File: src/rtl/jtsdram_bank_wr.sv
// Paced SDRAM bank filler: writes data_ref to every address 0..LAST_ADDR through a req/ack/rdy port.
// Define JTSDRAM_WR_READBACK_EN to read each word back after writing it and flag mismatches on bad.
module jtsdram_bank_wr #(
   parameter logic [21:0] LAST_ADDR = 22'h3FFFFF
) (
   input  logic        clk,
   input  logic        rst_n,
   input  logic        start,
   input  logic        LVBL,
   input  logic        slow,
   output logic [21:0] cnt_addr,
   input  logic [21:0] coded_addr,
   input  logic [15:0] data_ref,
   output logic [21:0] sdram_addr,
   output logic [15:0] din,
   output logic        wr,
   output logic        rd,
   input  logic        ack,
   input  logic        rdy,
   input  logic [15:0] data_read,
   output logic        done,
   output logic        bad
);

`ifdef JTSDRAM_WR_READBACK_EN
   typedef enum logic [2:0] {IDLE, GAP, REQ, WAIT_RDY, DONE, DRAIN, RB_REQ, RB_WAIT} state_t;
`else
   typedef enum logic [2:0] {IDLE, GAP, REQ, WAIT_RDY, DONE, DRAIN} state_t;
`endif

   state_t      state;
   logic [15:0] lfsr;
   logic [3:0]  gap;
   logic        lfsr_fb;
   logic        wr_ack;
   logic        wr_fin;
   logic        busy;
   logic        issue;
   logic        restart;
   logic        to_drain;
   logic        step;
`ifdef JTSDRAM_WR_READBACK_EN
   logic        rb_ack;
   logic        rb_fin;
   logic        rb_go;
`else
   logic        unused_data_read;

   assign unused_data_read = ^data_read;
   assign rd  = 1'b0;
   assign bad = 1'b0;
`endif

   assign lfsr_fb = lfsr[15] ^ lfsr[13] ^ lfsr[12] ^ lfsr[10];

   always_comb begin
      wr_ack = (state == REQ) && ack;
      wr_fin = (wr_ack || state == WAIT_RDY) && rdy;
      busy   = wr_ack || (state == WAIT_RDY);
`ifdef JTSDRAM_WR_READBACK_EN
      rb_ack = (state == RB_REQ) && ack;
      rb_fin = (rb_ack || state == RB_WAIT) && rdy;
      busy   = busy || rb_ack || (state == RB_WAIT);
      rb_go  = !start && wr_fin;
      step   = !start && rb_fin;
`else
      step   = !start && wr_fin;
`endif
      issue  = (state == GAP) && !start && (slow ? (gap == 4'd0) : LVBL);
      // A start that lands on an accepted but unfinished request must wait for its rdy first
      to_drain = start && (state != DRAIN) && busy && !rdy;
      restart  = 1'b0;
      if (state == DRAIN)
         restart = rdy;
      else if (start)
         restart = !to_drain;
   end

   always_ff @(posedge clk or negedge rst_n) begin
      if (!rst_n) begin
         state      <= IDLE;
         cnt_addr   <= '0;
         sdram_addr <= '0;
         din        <= '0;
         wr         <= 1'b0;
         done       <= 1'b0;
         gap        <= '0;
         lfsr       <= 16'hACE1;
`ifdef JTSDRAM_WR_READBACK_EN
         rd         <= 1'b0;
         bad        <= 1'b0;
`endif
      end else begin
         lfsr <= {lfsr[14:0], lfsr_fb};
         if (gap != 4'd0)
            gap <= gap - 4'd1;

         if (restart) begin
            state    <= GAP;
            cnt_addr <= '0;
            done     <= 1'b0;
            wr       <= 1'b0;
            gap      <= lfsr[3:0];
`ifdef JTSDRAM_WR_READBACK_EN
            rd       <= 1'b0;
            bad      <= 1'b0;
`endif
         end else if (to_drain) begin
            state <= DRAIN;
            wr    <= 1'b0;
`ifdef JTSDRAM_WR_READBACK_EN
            rd    <= 1'b0;
`endif
         end else if (issue) begin
            state      <= REQ;
            sdram_addr <= coded_addr;
            din        <= data_ref;
            wr         <= 1'b1;
`ifdef JTSDRAM_WR_READBACK_EN
         end else if (rb_go) begin
            state <= RB_REQ;
            wr    <= 1'b0;
            rd    <= 1'b1;
`endif
         end else if (step) begin
            wr <= 1'b0;
`ifdef JTSDRAM_WR_READBACK_EN
            rd <= 1'b0;
            if (data_read != din)
               bad <= 1'b1;
`endif
            // The last address ends the fill; the counter never wraps
            if (cnt_addr == LAST_ADDR) begin
               state <= DONE;
               done  <= 1'b1;
            end else begin
               state    <= GAP;
               cnt_addr <= cnt_addr + 22'd1;
               gap      <= lfsr[3:0];
            end
         end else if (wr_ack) begin
            state <= WAIT_RDY;
            wr    <= 1'b0;
`ifdef JTSDRAM_WR_READBACK_EN
         end else if (rb_ack) begin
            state <= RB_WAIT;
            rd    <= 1'b0;
`endif
         end
      end
   end

endmodule

File: config.mk
export PLATFORM = sky130hd
export DESIGN_NAME = jtsdram_bank_wr
export DESIGN_NICKNAME = d
export VERILOG_FILES = /design/src/rtl/jtsdram_bank_wr.sv
export SDC_FILE = /design/constraint.sdc
export NUM_CORES = 1
export LEC_CHECK = 0
export CORE_ASPECT_RATIO = 1.25
export CORE_MARGIN = 2
export CORE_UTILIZATION = 50
export DETAILED_ROUTE_END_ITERATION = 7
export GPL_TIMING_DRIVEN = 0
export PLACE_DENSITY = 0.86
export SLEW_MARGIN = 10
export SYNTH_ARGS = -nofsm -noshare
export SYNTH_HDL_FRONTEND = slang
export SYNTH_SLANG_ARGS = --single-unit
File: constraint.sdc
create_clock -name clk -period 4.1 [get_ports clk]
set_input_delay 1.23 -clock clk [delete_from_list [all_inputs] [get_ports clk]]
set_output_delay 1.23 -clock clk [all_outputs]
set_load 0.1 [all_outputs]
# ---- Word-level counts from Yosys, hierarchy flattened
# Cells that the tools add are included.
dict set report classes {
  bitwise 5
  eq_ne 9
  add_sub_neg 2
  muxes 30
  reduce_logical 20
}
# operator count
set op_table {}
lappend op_table {{22-bit two-way mux} 5}
lappend op_table {{4-bit two-way mux} 6}
lappend op_table {{22-bit by 1-bit adder with 22-bit output (second input constant)} 1}
lappend op_table {{22-bit equality test (second input constant)} 1}
lappend op_table {{3-bit two-way mux} 6}
lappend op_table {{1-bit two-way mux} 13}
lappend op_table {{1-bit logical AND} 8}
lappend op_table {{4-bit AND reduction} 2}
lappend op_table {{3-bit by 2-bit equality test with 1-bit output (second input constant)} 2}
lappend op_table {{5-bit nonzero test} 1}
lappend op_table {{4-bit logical NOT} 1}
lappend op_table {{2-bit != test (second input constant)} 2}
lappend op_table {{2-bit nonzero test} 2}
lappend op_table {{4-bit nonzero test} 1}
lappend op_table {{4-bit by 1-bit subtractor with 4-bit output (second input constant)} 1}
lappend op_table {{3-bit by 1-bit equality test with 1-bit output (second input constant)} 1}
lappend op_table {{3-bit equality test (second input constant)} 1}
lappend op_table {{1-bit logical NOT} 3}
lappend op_table {{3-bit != test (second input constant)} 1}
lappend op_table {{3-bit AND reduction} 1}
lappend op_table {{1-bit XOR} 3}
lappend op_table {{2-bit by 1-bit != test with 1-bit output (second input constant)} 1}
lappend op_table {{1-bit NOT} 2}
lappend op_table {{1-bit logical OR} 1}
dict set report totals {
  word_cells 74
  register_bits 85
  out_inout_bits 64
  inputBits 61
}

# ---- Logic depth before layout (Yosys ltp)
# Gate-level depths: netlist of the first run.
dict set report depth {
  ltp_word 10
  depth_mapped 8
  depth_no_buf 6
}

# ---- Worst setup path after synthesis of the first run
# OpenSTA, ideal clock, no wires.
dict set report synth_timing {
  path_kind {reg-to-reg}
  startpoint {register cnt_addr[0]}
  endpoint {register gap[0]}
  t_arrival_ns 2.545
  period_less_slack_ns 2.670
  n_path_buf 0
  t_required_ns 3.975
  setup_time_ns 0.125
  stages_incl_launch_ff 7
  path_slack_ns 1.430
  path_cell_list {dfrtp_1 ha_1 nand3_1 nor4_4 a21oi_2 nor2_2 mux2_2}
}
dict set report synth_between {
  elab_chain_cells 6
}
# item line_no
set synth_lines {}
lappend synth_lines {{start, declared} 11} ;# output logic [21:0] cnt_addr,
lappend synth_lines {{start signal, assigned} 138} ;# cnt_addr <= cnt_addr + 22'd1;
lappend synth_lines {{22-bit equality test} 133} ;# if (cnt_addr == LAST_ADDR) begin
lappend synth_lines {{4-bit two-way mux} 133}
lappend synth_lines {{4-bit two-way mux} 125} ;# end else if (step) begin
lappend synth_lines {{4-bit two-way mux} 114} ;# end else if (issue) begin
lappend synth_lines {{4-bit two-way mux} 108} ;# end else if (to_drain) begin
lappend synth_lines {{4-bit two-way mux} 98} ;# if (restart) begin
lappend synth_lines {{end signal, assigned} 96} ;# gap <= gap - 4'd1;
lappend synth_lines {{end signal, assigned} 103} ;# gap <= lfsr[3:0];
lappend synth_lines {{end signal, assigned} 139} ;# gap <= lfsr[3:0];
lappend synth_lines {{end, declared} 33} ;# logic [3:0] gap;
# No other way between the ends.
# A chain may end at the register's enable or synchronous reset.

# ---- Worst setup path in the final report of the first run
dict set report layout_timing {
  startpoint {register cnt_addr[13]}
  endpoint {output cnt_addr[13]}
}
# No word-level cell between the ends.

==> results.json, run 1 <==
{
  "status": "completed",
  "clock_path_buffers": 2,
  "end_kind": "primary output",
  "pin_count": 125,
  "reg2reg_to": "gap[0]$_DFF_PN0_",
  "areaGrowthSynthToFinish_pct": 36.8,
  "ctsHoldBuffers": 0,
  "ys_types": 53,
  "postLayoutCoreUtil": 0.707,
  "synth_area_per_cell_um2": 13.0,
  "grt_pass1_wl_um": 13700,
  "cts_tree": "done",
  "m1WireLength_um": 3510,
  "worstSkewPairLatency_ps": 360,
  "synth-compound-area-share": 0.0754,
  "port-buffer-count": 105,
  "cts.sinks": 85,
  "reg2reg_from": "cnt_addr[0]$_DFFE_PN0P_",
  "synth_ff_type": "dfrtp_1",
  "placed_area_um2": 4990,
  "worst-path-stages": 1,
  "dieWidth_um": 82,
  "ys_top_cells_by_area": "dfrtp_1, mux2_4, dfstp_2, nand2_1, a21oi_1",
  "routed-via-count": 2712,
  "nNetsFinal": 473,
  "routed-wl-met3_um": 751,
  "dr.pass1.iters": 4,
  "routed_wl_um": 8610,
  "drc_errors": 0,
  "globalRouteTotalUtil": 0.217,
  "pre_cts_ws_ps": 873,
  "vias_per_cell": 5.35,
  "htree_levels": 3,
  "yosys_warnings": 0,
  "routedWlPerCell_um": 17.0,
  "clock_skew_ps": 12.6,
  "yosysSeqAreaShare": 0.562,
  "final_cell_mix": "clkdlybuf4s50_1, dfrtp_1, mux2_4",
  "final.setup.tns_ps": 0,
  "finalSetupViolations": 0,
  "antenna_found_initial": 0,
  "synth_xor_area_frac": 0.0253,
  "worstRegToRegCells": 6,
  "slew_headroom": 0.322,
  "routabilityCongestion": 0.823,
  "layout_setup_ws_ps": 837,
  "vdd_drop_max_mv": 0.766,
  "syn_inst": 292,
  "clkTransAtPathRegs_ps": 100,
  "r2r_setup_slack_ps": 1790,
  "startpoint_type": "flip-flop",
  "tightest_slew_ps": 1010,
  "crit_start": "cnt_addr[13]$_DFFE_PN0P_",
  "cp_slowest_cell": "clkdlybuf4s50_1",
  "post_cts_buffers": 0,
  "cts-resized-gates": 0,
  "period_needed_ps": 3260,
  "critPathKind": "flip-flop to primary output",
  "cap_violations": 0,
  "yosys.area_share.simple": 0.134,
  "drt_first_iter_violations": 137,
  "ant_nets": 0,
  "crit_arrival_ps": 2030,
  "leakagePower_nw": 2.32,
  "dieArea_um2": 8320,
  "fmax_mhz": 306,
  "worstPathMaxFanout": 6,
  "cp_slowest_stage_delay_ps": 1180,
  "drive_above_1_share": 0.212,
  "crit_chain": "clkdlybuf4s50_1",
  "grt-ovfl-total": 0,
  "synth_mux_area_frac": 0.163,
  "rows": 35,
  "synthAdderAreaFrac": 0.00658,
  "path_buf_inv": 1,
  "core-area_um2": 7360,
  "netlist.area_leader.share": 0.507,
  "cp_top_family": "buffers and inverters",
  "n_antenna_cell": 0,
  "cts_made_buffers": 9,
  "finalCritPeriodShare": 0.796,
  "hpwl_um": 6130,
  "ys_seq_elements": 85,
  "rsz0062_at_grt": "false",
  "stdcell_area_um2": 5200,
  "die_y_um": 102,
  "synthArstFlopShare": 1.00,
  "synth_edf_count": 0,
  "synth_top_cell_by_area": "dfrtp_1",
  "synth_area_um2": 3800,
  "power-per-cell-area_nw_per_um2": 863,
  "first_global_vias": 2707,
  "min_path_type": "flip-flop to flip-flop",
  "setup.worst_path.end": "cnt_addr[13]",
  "wl_met2_um": 4250,
  "grt_max_degree": 46,
  "cp.required_ps": 2870,
  "drv_slew": 0,
  "synth_top_family_by_area": "multiplexers",
  "layout_commonest_cell": "clkdlybuf4s50_1",
  "root_buffer": "clkbuf_8",
  "start_util": 0.517,
  "dr.max_layer_used": "met4",
  "hold_violations": 0
}
==> registers in the layout, indices dropped and copies added, names as in the netlist <==
signal      cells
done            1
cnt_addr       22
gap             4
lfsr           16
wr              1
din            16
state           3
sdram_addr     22
==> layout make-up <==
class	instances	area [um^2]
Sequential cell	85	2140
Tap cell	92	115
Fill cell	511	2160
Multi-Input combinational cell	188	1550
Buffer	15	105
Clock inverter	7	87.6
Inverter	5	18.8
Timing Repair Buffer	106	1070
Clock buffer	9	124
==> cells in the mapped netlist (3+ instances only) <==
library cell,number
dfrtp_1,77
mux2_4,37
nand2_1,22
a21oi_1,14
nor2_1,11
o21ai_0,10
nand3_1,9
or3_1,9
dfstp_2,8
xnor2_1,8
buf_2,6
nand4_1,6
inv_1,5
or4_1,5
buf_6,4
o211ai_1,4
buf_4,3
mux2_2,3
mux2i_1,3
nand2b_1,3
xor2_1,3
==> metrics by stage <==
step                hold slack [ps]  total power, mW  cells
finish                          360             4.49    507
global route                    364             4.66    507
global placement                338             3.81    490
floorplan                       331             3.27    293
detailed placement              345             3.86    491
CTS                             355             4.52    507
==> layer usage <==
layer  vias to the layer above  GRT usage
met4                         0     0.0603
met1                      1322      0.277
met3                         9     0.0704
li1                       1282          -
met2                        99      0.356
met5                         -          0
==> how the worst min path moves through the flow <==
stage / startpoint / endpoint / cells after the start
after floorplan: lfsr[8]$_DFF_PN0_ / lfsr[9]$_DFF_PN0_ / 0
after global placement: lfsr[4]$_DFF_PN0_ / lfsr[5]$_DFF_PN1_ / 0
after detailed placement: lfsr[14]$_DFF_PN0_ / lfsr[15]$_DFF_PN1_ / 0
after CTS: lfsr[6]$_DFF_PN1_ / lfsr[7]$_DFF_PN1_ / 0
after global routing: lfsr[6]$_DFF_PN1_ / lfsr[7]$_DFF_PN1_ / 0
final: lfsr[6]$_DFF_PN1_ / lfsr[7]$_DFF_PN1_ / 0
==> where the power goes <==
group | internal [mW] | total, mW | switching, mW
combinational | 0.787 | 2.65 | 1.86
clock | 0.299 | 0.632 | 0.333
sequential | 1.06 | 1.21 | 0.142
==> cell families after synthesis <==
kind of cell | count (synthesis)
compound gates | 45
buf+inv | 20
other cells | 1
flops | 85
xor+xnor | 11
mux | 43
simple gates | 85
fa+ha+maj | 2
Power figures use the tool's default switching activity.
==> run 2, diff against run 1 <==
- CORE_UTILIZATION: 50 -> 46
- PLACE_DENSITY: 0.86 -> 0.8
- clock period: 4.1 -> 3.1 ns (I/O delays scaled with it)
==> results.json, run 2 (synthesized netlist as in run 1, its figures left out) <==
{
  "core-area_um2": 8150,
  "rows": 37,
  "slew_headroom": 0.327,
  "dieWidth_um": 85.3,
  "cp_slowest_stage_delay_ps": 1190,
  "cp_top_family": "buffers and inverters",
  "drv_slew": 0,
  "clock_skew_ps": 14.5,
  "cts.sinks": 85,
  "fmax_mhz": 338,
  "ctsHoldBuffers": 0,
  "path_buf_inv": 1,
  "switching_power_mw": 3.03,
  "antenna_found_initial": 0,
  "drt_first_iter_violations": 143,
  "crit_arrival_ps": 2020,
  "switching_share": 0.510,
  "port-buffer-count": 105,
  "worstPathMaxFanout": 6,
  "cp_slowest_cell": "clkdlybuf4s50_1",
  "dr.pass1.iters": 4,
  "drive_above_1_share": 0.212,
  "rsz0062_at_grt": "false",
  "clkTransAtPathRegs_ps": 90,
  "finalSetupViolations": 0,
  "dieArea_um2": 9010,
  "postLayoutCoreUtil": 0.642,
  "clock_path_buffers": 2,
  "crit_chain": "clkdlybuf4s50_1",
  "n_antenna_cell": 0,
  "period_needed_ps": 2950,
  "htree_levels": 3,
  "critPathKind": "flip-flop to primary output",
  "cp.required_ps": 2170,
  "first_global_vias": 2642,
  "p_int_mw": 2.92,
  "routed_wl_um": 8150,
  "root_buffer": "clkbuf_8",
  "cap_violations": 0,
  "r2r_setup_slack_ps": 800,
  "start_util": 0.467,
  "drc_errors": 0,
  "grt-ovfl-total": 0,
  "routed-via-count": 2705,
  "worstSkewPairLatency_ps": 350,
  "cts_made_buffers": 9,
  "vdd_drop_max_mv": 1.33,
  "cts_tree": "done",
  "hold_start": "lfsr[9]$_DFF_PN0_",
  "power-per-cell-area_nw_per_um2": 1140,
  "min_path_type": "flip-flop to flip-flop",
  "pin_count": 125,
  "startpoint_type": "flip-flop",
  "post_cts_buffers": 0,
  "comb_power_share": 0.587,
  "routedWlPerCell_um": 15.9,
  "grt_max_degree": 66,
  "areaGrowthSynthToFinish_pct": 37.6,
  "end_kind": "primary output",
  "die_y_um": 106,
  "reg2reg_from": "gap[0]$_DFF_PN0_",
  "whs_ps": 356,
  "top_regs": "cnt_addr (22), sdram_addr (22)",
  "crit_start": "cnt_addr[13]$_DFFE_PN0P_",
  "leakagePower_nw": 2.33,
  "routabilityCongestion": 0.813,
  "p_seq_frac": 0.266,
  "finalCritPeriodShare": 0.953,
  "ant_nets": 0,
  "status": "completed",
  "hpwl_um": 5770,
  "nNetsFinal": 473,
  "final.setup.tns_ps": 0,
  "grt_pass1_wl_um": 13300,
  "final_cell_mix": "clkdlybuf4s50_1, dfrtp_1, mux2_4",
  "cts-resized-gates": 0,
  "globalRouteTotalUtil": 0.184,
  "finalPower_mw": 5.95,
  "layout_commonest_cell": "clkdlybuf4s50_1",
  "clkPwrFrac": 0.147,
  "vias_per_cell": 5.28,
  "hold_violations": 0,
  "tightest_slew_ps": 1010
}
-- run 2: final cells by class --
type                            count  area, um^2
Clock buffer                        9         124
Fill cell                         617        2920
Buffer                             15         105
Multi-Input combinational cell    188        1550
Sequential cell                    85        2140
Inverter                            5        18.8
Clock inverter                      7         105
Tap cell                           97         121
Timing Repair Buffer              106        1080
-- run 2: worst paths after layout --
| kind | endpoint | cells past startpoint |
|---|---|---|
| worst max-delay path | cnt_addr[13] | 1 |
| worst min-delay path | lfsr[10]$_DFF_PN1_ | 0 |
| worst max register to register | din[10]$_DFFE_PN0P_ | 8 |
| worst min register to register | lfsr[10]$_DFF_PN1_ | 0 |
| max in group asynchronous | lfsr[15]$_DFF_PN1_ | 2 |
| min in group asynchronous | sdram_addr[16]$_DFFE_PN0P_ | 1 |
-- run 2: worst reg2reg max path, cell delays in order (launching register included) --
cell and delay [ps]:
dfrtp_1 400, inv_1 70, ha_1 210, nor3b_4 300
mux2i_1 150, or4_1 400, buf_2 190, buf_6 170
mux2_4 310
-- run 2: power by group through the flow --
stage / logic [mW] / registers [mW] / clock network (mW)
floorplan: 0.820 / 3.50 / 0
finish: 3.49 / 1.58 / 0.877
CTS: 3.51 / 1.58 / 0.900
detailed placement: 3.50 / 1.61 / 0
global placement: 3.47 / 1.58 / 0
global route: 3.61 / 1.62 / 0.957
-- run 2: metal layers --
layer | GRT usage | up-vias | share of wire
met1 | 0.251 | 1338 | 0.45
met5 | 0 | - | 0
met4 | 0.0431 | 0 | 0.0072
li1 | - | 1278 | -
met2 | 0.297 | 84 | 0.50
met3 | 0.0462 | 5 | 0.047
-- run 2: per-stage QoR --
step | cells | worst slack, ps | instance area, um^2
after floorplan | 293 | 430 | 3810
after global placement | 495 | -1860 | 4980
after detailed placement | 496 | 174 | 5000
after CTS | 512 | 132 | 5230
after global routing | 512 | 90.8 | 5230
final | 512 | 145 | 5230
==> run 3, diff against run 2 <==
--- a/config.mk
+++ b/config.mk
@@ -12,4 +12,5 @@
 export GPL_TIMING_DRIVEN = 0
 export PLACE_DENSITY = 0.8
+export SKIP_CTS_REPAIR_TIMING = 1
 export SLEW_MARGIN = 10
 export SYNTH_ARGS = -nofsm -noshare
==> constraint.sdc (replaced) <==
create_clock -name clk -period 3.1 [get_ports clk]
set_input_delay 0.93 -clock clk [delete_from_list [all_inputs] [get_ports clk]]
set_output_delay 0.93 -clock clk [all_outputs]
set_load 0.005 [all_outputs]
==> results of run 3 <==
The final DEF is identical to that of run 2. Status: completed.
Main changes from that run: setup slack after layout 145 ps -> 502 ps; start point of the critical path cnt_addr[13]$_DFFE_PN0P_ -> rdy; end point of the critical path cnt_addr[13] -> cnt_addr[8]$_DFFE_PN0P_; total power 5.95 mW -> 4.01 mW; worst IR drop on VDD 1.33 mV -> 0.498 mV
